[src/rtl/mips_ir_pkg.sv]
// Shared types and constants for the MIPS instruction fetch register: FSM state,
// opcode/funct encodings and instruction field bit positions.
package mips_ir_pkg;

    typedef enum logic [1:0] {
        StIdle  = 2'd0,
        StFill  = 2'd1,
        StValid = 2'd2
    } ir_state_e;

    localparam logic [5:0] OpRType = 6'b000000;
    localparam logic [5:0] OpLb    = 6'b100000;
    localparam logic [5:0] OpSb    = 6'b101000;
    localparam logic [5:0] OpAddi  = 6'b001000;
    localparam logic [5:0] OpBeq   = 6'b000100;
    localparam logic [5:0] OpJ     = 6'b000010;

    localparam logic [5:0] FnAdd = 6'b100000;
    localparam logic [5:0] FnSub = 6'b100010;
    localparam logic [5:0] FnAnd = 6'b100100;
    localparam logic [5:0] FnOr  = 6'b100101;
    localparam logic [5:0] FnSlt = 6'b101010;

    localparam int unsigned BitOp1 = 27;
    localparam int unsigned BitOp2 = 28;
    localparam int unsigned BitOp3 = 29;
    localparam int unsigned BitOp5 = 31;
    localparam int unsigned BitF0  = 0;
    localparam int unsigned BitF1  = 1;
    localparam int unsigned BitF2  = 2;
    localparam int unsigned BitF3  = 3;

    localparam int unsigned OpMsb = 31;
    localparam int unsigned OpLsb = 26;
    localparam int unsigned RsMsb = 25;
    localparam int unsigned RsLsb = 21;
    localparam int unsigned RtMsb = 20;
    localparam int unsigned RtLsb = 16;
    localparam int unsigned RdMsb = 15;
    localparam int unsigned RdLsb = 11;
    localparam int unsigned FnMsb = 5;
    localparam int unsigned FnLsb = 0;
    localparam int unsigned ImmMsb = 15;
    localparam int unsigned ImmLsb = 0;

    function automatic logic is_illegal_op(input logic [31:0] ir);
        logic [5:0] op;
        logic [5:0] fn;
        logic       illegal;
        op      = ir[OpMsb:OpLsb];
        fn      = ir[FnMsb:FnLsb];
        illegal = 1'b1;
        case (op)
            OpRType: begin
                case (fn)
                    FnAdd, FnSub, FnAnd, FnOr, FnSlt: illegal = 1'b0;
                    default:                          illegal = 1'b1;
                endcase
            end
            OpLb, OpSb, OpAddi, OpBeq, OpJ: illegal = 1'b0;
            default:                        illegal = 1'b1;
        endcase
        return illegal;
    endfunction

endpackage

[src/rtl/ir_byte_slot.sv]
// One byte lane of the instruction register: enable flop with synchronous
// active-low clear.
module ir_byte_slot #(
    parameter int unsigned DataW = 8
) (
    input  logic             clk_i,
    input  logic             rst_ni,
    input  logic             en_i,
    input  logic [DataW-1:0] d_i,
    output logic [DataW-1:0] q_o
);

    logic [DataW-1:0] byte_q;

    always_ff @(posedge clk_i) begin
        if (!rst_ni) begin
            byte_q <= '0;
        end else if (en_i) begin
            byte_q <= d_i;
        end
    end

    assign q_o = byte_q;

endmodule

[src/rtl/instr_fetch_register.sv]
// Assembles a 32-bit MIPS instruction from byte-wide memory reads and drives decode fields.
// Optional IllegalOp output is built when IFR_ILLEGAL_OP_EN is defined.
module instr_fetch_register
    import mips_ir_pkg::*;
#(
    parameter int unsigned DATA_W   = 8,
    parameter int unsigned IR_BYTES = 4
) (
    input  logic              Fclk,
    input  logic              Reset,
    input  logic [DATA_W-1:0] MemData,
    input  logic              MemValid,
    input  logic              IRWr0,
    input  logic              IRWr1,
    input  logic              FetchStart,
    output logic              ByteReq,
    output logic [1:0]        ByteIdx,
    output logic              IR_Valid,
`ifdef IFR_ILLEGAL_OP_EN
    output logic              IllegalOp,
`endif
    output logic              OP1,
    output logic              OP2,
    output logic              OP3,
    output logic              OP5,
    output logic              F0,
    output logic              F1,
    output logic              F2,
    output logic              F3,
    output logic [4:0]        Rs,
    output logic [4:0]        Rt,
    output logic [4:0]        Rd,
    output logic [15:0]       Imm16
);

    localparam int unsigned IrW     = DATA_W * IR_BYTES;
    localparam logic [1:0]  LastIdx = 2'(IR_BYTES - 1);
    localparam logic [1:0]  HalfIdx = 2'(IR_BYTES / 2);

    ir_state_e        state_q, state_d;
    logic [1:0]       idx_q, idx_d;
    logic             byte_req_q, byte_req_d;
    logic             ir_valid_q, ir_valid_d;
    logic             half_strobe;
    logic             wr_en;
    logic [IrW-1:0]   ir;

    always_comb begin
        state_d    = state_q;
        idx_d      = idx_q;
        byte_req_d = byte_req_q;
        ir_valid_d = 1'b0;
        wr_en      = 1'b0;
        // Lower half of the instruction is strobed by IRWr0, upper half by IRWr1.
        half_strobe = (idx_q >= HalfIdx) ? IRWr1 : IRWr0;

        unique case (state_q)
            StIdle: begin
                byte_req_d = 1'b0;
                if (FetchStart) begin
                    state_d    = StFill;
                    idx_d      = '0;
                    byte_req_d = 1'b1;
                end
            end
            StFill: begin
                if (FetchStart) begin
                    idx_d      = '0;
                    byte_req_d = 1'b1;
                end else if (MemValid && half_strobe) begin
                    wr_en = 1'b1;
                    if (idx_q == LastIdx) begin
                        state_d    = StValid;
                        byte_req_d = 1'b0;
                    end else begin
                        idx_d = idx_q + 2'd1;
                    end
                end
            end
            StValid: begin
                if (FetchStart) begin
                    state_d    = StFill;
                    idx_d      = '0;
                    byte_req_d = 1'b1;
                end else begin
                    ir_valid_d = 1'b1;
                end
            end
            default: begin
                state_d    = StIdle;
                idx_d      = '0;
                byte_req_d = 1'b0;
            end
        endcase
    end

    always_ff @(posedge Fclk) begin
        if (!Reset) begin
            state_q    <= StIdle;
            idx_q      <= '0;
            byte_req_q <= 1'b0;
            ir_valid_q <= 1'b0;
        end else begin
            state_q    <= state_d;
            idx_q      <= idx_d;
            byte_req_q <= byte_req_d;
            ir_valid_q <= ir_valid_d;
        end
    end

    for (genvar k = 0; k < IR_BYTES; k++) begin : g_slot
        ir_byte_slot #(
            .DataW(DATA_W)
        ) u_slot (
            .clk_i (Fclk),
            .rst_ni(Reset),
            .en_i  (wr_en && (idx_q == 2'(k))),
            .d_i   (MemData),
            .q_o   (ir[k*DATA_W +: DATA_W])
        );
    end

`ifdef IFR_ILLEGAL_OP_EN
    logic illegal_q, illegal_d;

    // Evaluated on the same condition that raises IR_Valid, so both rise together.
    assign illegal_d = ir_valid_d ? is_illegal_op(ir[31:0]) : 1'b0;

    always_ff @(posedge Fclk) begin
        if (!Reset) begin
            illegal_q <= 1'b0;
        end else begin
            illegal_q <= illegal_d;
        end
    end

    assign IllegalOp = illegal_q;
`endif

    logic unused_ir_bits;
    assign unused_ir_bits = ^{ir[30], ir[26]};

    assign ByteReq  = byte_req_q;
    assign ByteIdx  = idx_q;
    assign IR_Valid = ir_valid_q;

    assign OP1   = ir[BitOp1];
    assign OP2   = ir[BitOp2];
    assign OP3   = ir[BitOp3];
    assign OP5   = ir[BitOp5];
    assign F0    = ir[BitF0];
    assign F1    = ir[BitF1];
    assign F2    = ir[BitF2];
    assign F3    = ir[BitF3];
    assign Rs    = ir[RsMsb:RsLsb];
    assign Rt    = ir[RtMsb:RtLsb];
    assign Rd    = ir[RdMsb:RdLsb];
    assign Imm16 = ir[ImmMsb:ImmLsb];

endmodule

[config.mk]
export PLATFORM = sky130hd
export DESIGN_NAME = instr_fetch_register
export DESIGN_NICKNAME = d
export VERILOG_FILES = /design/src/rtl/mips_ir_pkg.sv /design/src/rtl/ir_byte_slot.sv /design/src/rtl/instr_fetch_register.sv
export SDC_FILE = /design/constraint.sdc
export NUM_CORES = 1
export LEC_CHECK = 0
export CORE_UTILIZATION = 45
export DETAILED_ROUTE_END_ITERATION = 8
export PLACE_DENSITY = 0.77
export SYNTH_ARGS = -nofsm -noshare
export SYNTH_HDL_FRONTEND = slang
export SYNTH_HIERARCHICAL = 1
export SYNTH_SLANG_ARGS = --single-unit
[constraint.sdc]
create_clock -name Fclk -period 2.35 [get_ports Fclk]
set_input_delay 0.235 -clock Fclk [delete_from_list [all_inputs] [get_ports Fclk]]
set_output_delay 0.235 -clock Fclk [all_outputs]
set_load 0.05 [all_outputs]
==> impl_metrics.yaml <==
global_route:
  grt.total_usage: 0.198
  grt_max_degree: 25
  grt_overflow_total: 0
  grt_first_pass_wirelength_mm: 5.26
  antenna_found_initial: 0
  grt_pass1_vias: 1098
sta:
  tightest_slew_ns: 0.529
  final.setup.tns_ns: 0
  setup_viol_count_final: 0
  slew_headroom: 0.646
  fmax_ghz: 0.511
  timing.final.hold_violations: 0
  fin_worst_hold_slack_ns: 0.465
  final-max-slew-violation-count: 0
  rsz_0062_raised_after_global_routing: "no"
  layout_min_cycle_time_ns: 1.96
  post-route-period-util: 0.833
  finClkSkew_ns: 0.00723
route:
  drt-wirelength-per-cell_um: 14.2
  routed-via-count: 1183
  vias_per_cell: 4.75
  detail_route.iter0.violations: 28
  drt_pre_antenna_iters: 4
  postRouteWirelength_mm: 3.54
  detail_route.drc_violations: 0
  final_antenna_net_count: 0
clocking:
  post_cts.resized_instances: 0
  holdBufCountCts: 0
  clk_root_buffer_cell: "clkbuf_4"
  cts_tree: "built"
  cts.reportedPaths.clkPinSlew_ns: 0.10
  count_of_h_tree_levels_built_during_cts: 2
  clock_buffer_depth: 2
  worst_skew_pair.late_latency_ns: 0.34
  postCtsSetupBuffers: 0
  clock_sink_count: 36
  numCtsBuffers: 5
final_layout:
  design_area_um2: 2190
  post_layout_net_count: 221
  area_growth_syn_to_layout_pct: 37.2
  layout.core_utilization: 0.651
  num_antenna_cells: 0
  drive_gt1_frac: 0.0837
worst_setup_path:
  critPathLaunchType: "flip-flop"
  critical_path_arrival_ns: 2.19
  worst-setup-path-type: "flip-flop to flip-flop"
  endpoint_kind: "flip-flop"
  cp_data_required_time_ns: 2.58
  worst-path-max-fanout: 8
place:
  buffer_ports.inserted: 56
  finalWeightedCongestion: 0.756
  placed_cell_area_um2: 2140
  dp_hpwl_mm: 2.62
floorplanning:
  design.core.area_um2: 3360
  floorplan.die.height_um: 61.5
  fp.dieArea_um2: 3790
  rows: 21
  initial_utilization: 0.474
  die_w_um: 61.5
  io-pin-count: 57
min_path:
  hold_class: "flip-flop to flip-flop"
power_and_ir_drop:
  power.static_leakage_nw: 0.737
  vdd_ir_drop_max_mv: 0.432
  power-per-cell-area_nw_per_um2: 467
yosys:
  synthesis.yosys.warnings: 6
  syn-num-nets: 166
  synthesis.area_per_instance_um2: 10.8
  netlist_instances: 148
  post_synth_instance_area_um2: 1600
run_status:
  run_status: "completed"
flow_run:
  timing.max_cap.violations: 0
==> worst max-delay path, stage by stage, from the launching register on <==
cell and delay [ns]:
dfxtp_1 0.42, inv_1 0.10, ha_1 0.24, and4bb_2 0.35, o21ba_4 0.16, and2_1 0.12
buf_4 0.19, mux2i_1 0.22, nor2b_1 0.06
==> cell type report <==
type | count | area (µm²)
Clock inverter | 1 | 5.00
Fill cell | 287 | 1170
Sequential cell | 36 | 721
Tap cell | 46 | 57.6
Timing Repair Buffer | 62 | 606
Clock buffer | 6 | 41.3
Multi-Input combinational cell | 94 | 743
Inverter | 4 | 15.0
==> layout by cell type, fill, tap and decap left out, types with 2 or more instances in the layout <==
cell type,n
nor2b_1,30
ha_1,4
clkbuf_4,5
o22ai_1,2
nand2b_1,2
mux2i_1,30
a21oi_1,3
buf_4,6
and2_1,3
nand2_1,5
clkdlybuf4s50_1,56
inv_1,4
dfxtp_1,36
==> power by group <==
group          internal, W  switching [W]
Sequential        0.000615     0.00000391
Clock             0.000110       0.000192
Combinational    0.0000499      0.0000503
Total             0.000775       0.000247
==> metal layers <==
metal / vias to the layer above / share of wire / wire (µm) / global-route usage
met5: - / 0 / 0 / 0
met2: 40 / 0.48 / 1690 / 0.321
met3: 6 / 0.057 / 201 / 0.0588
li1: 601 / - / - / -
met1: 536 / 0.45 / 1600 / 0.246
met4: 0 / 0.015 / 53 / 0.0825
==> through the flow <==
step	worst slack, ns	cells	power [W]
finish	0.392	249	0.00102
CTS	0.382	249	0.00103
global placement	0.277	242	0.000730
global route	0.231	249	0.00107
floorplan	0.226	148	0.000683
detailed placement	0.188	242	0.000733
==> path summary, 6_finish.rpt <==
kind         cells past startpoint  startpoint                 endpoint  slack, ns
max                              8  ByteIdx[0]  g_slot[2].u_slot/q_o[2]       0.39
min                              2     ByteReq                  ByteReq       0.47
max reg2reg                      8  ByteIdx[0]  g_slot[2].u_slot/q_o[2]       0.39
min reg2reg                      2     ByteReq                  ByteReq       0.47
==> registers in the layout (all words and copies together), names as in the netlist <==
name               cells
g_slot.u_slot/q_o     30
ByteIdx                2
state_q                2
ByteReq                1
IR_Valid               1
(Power assumes the default switching activity.)
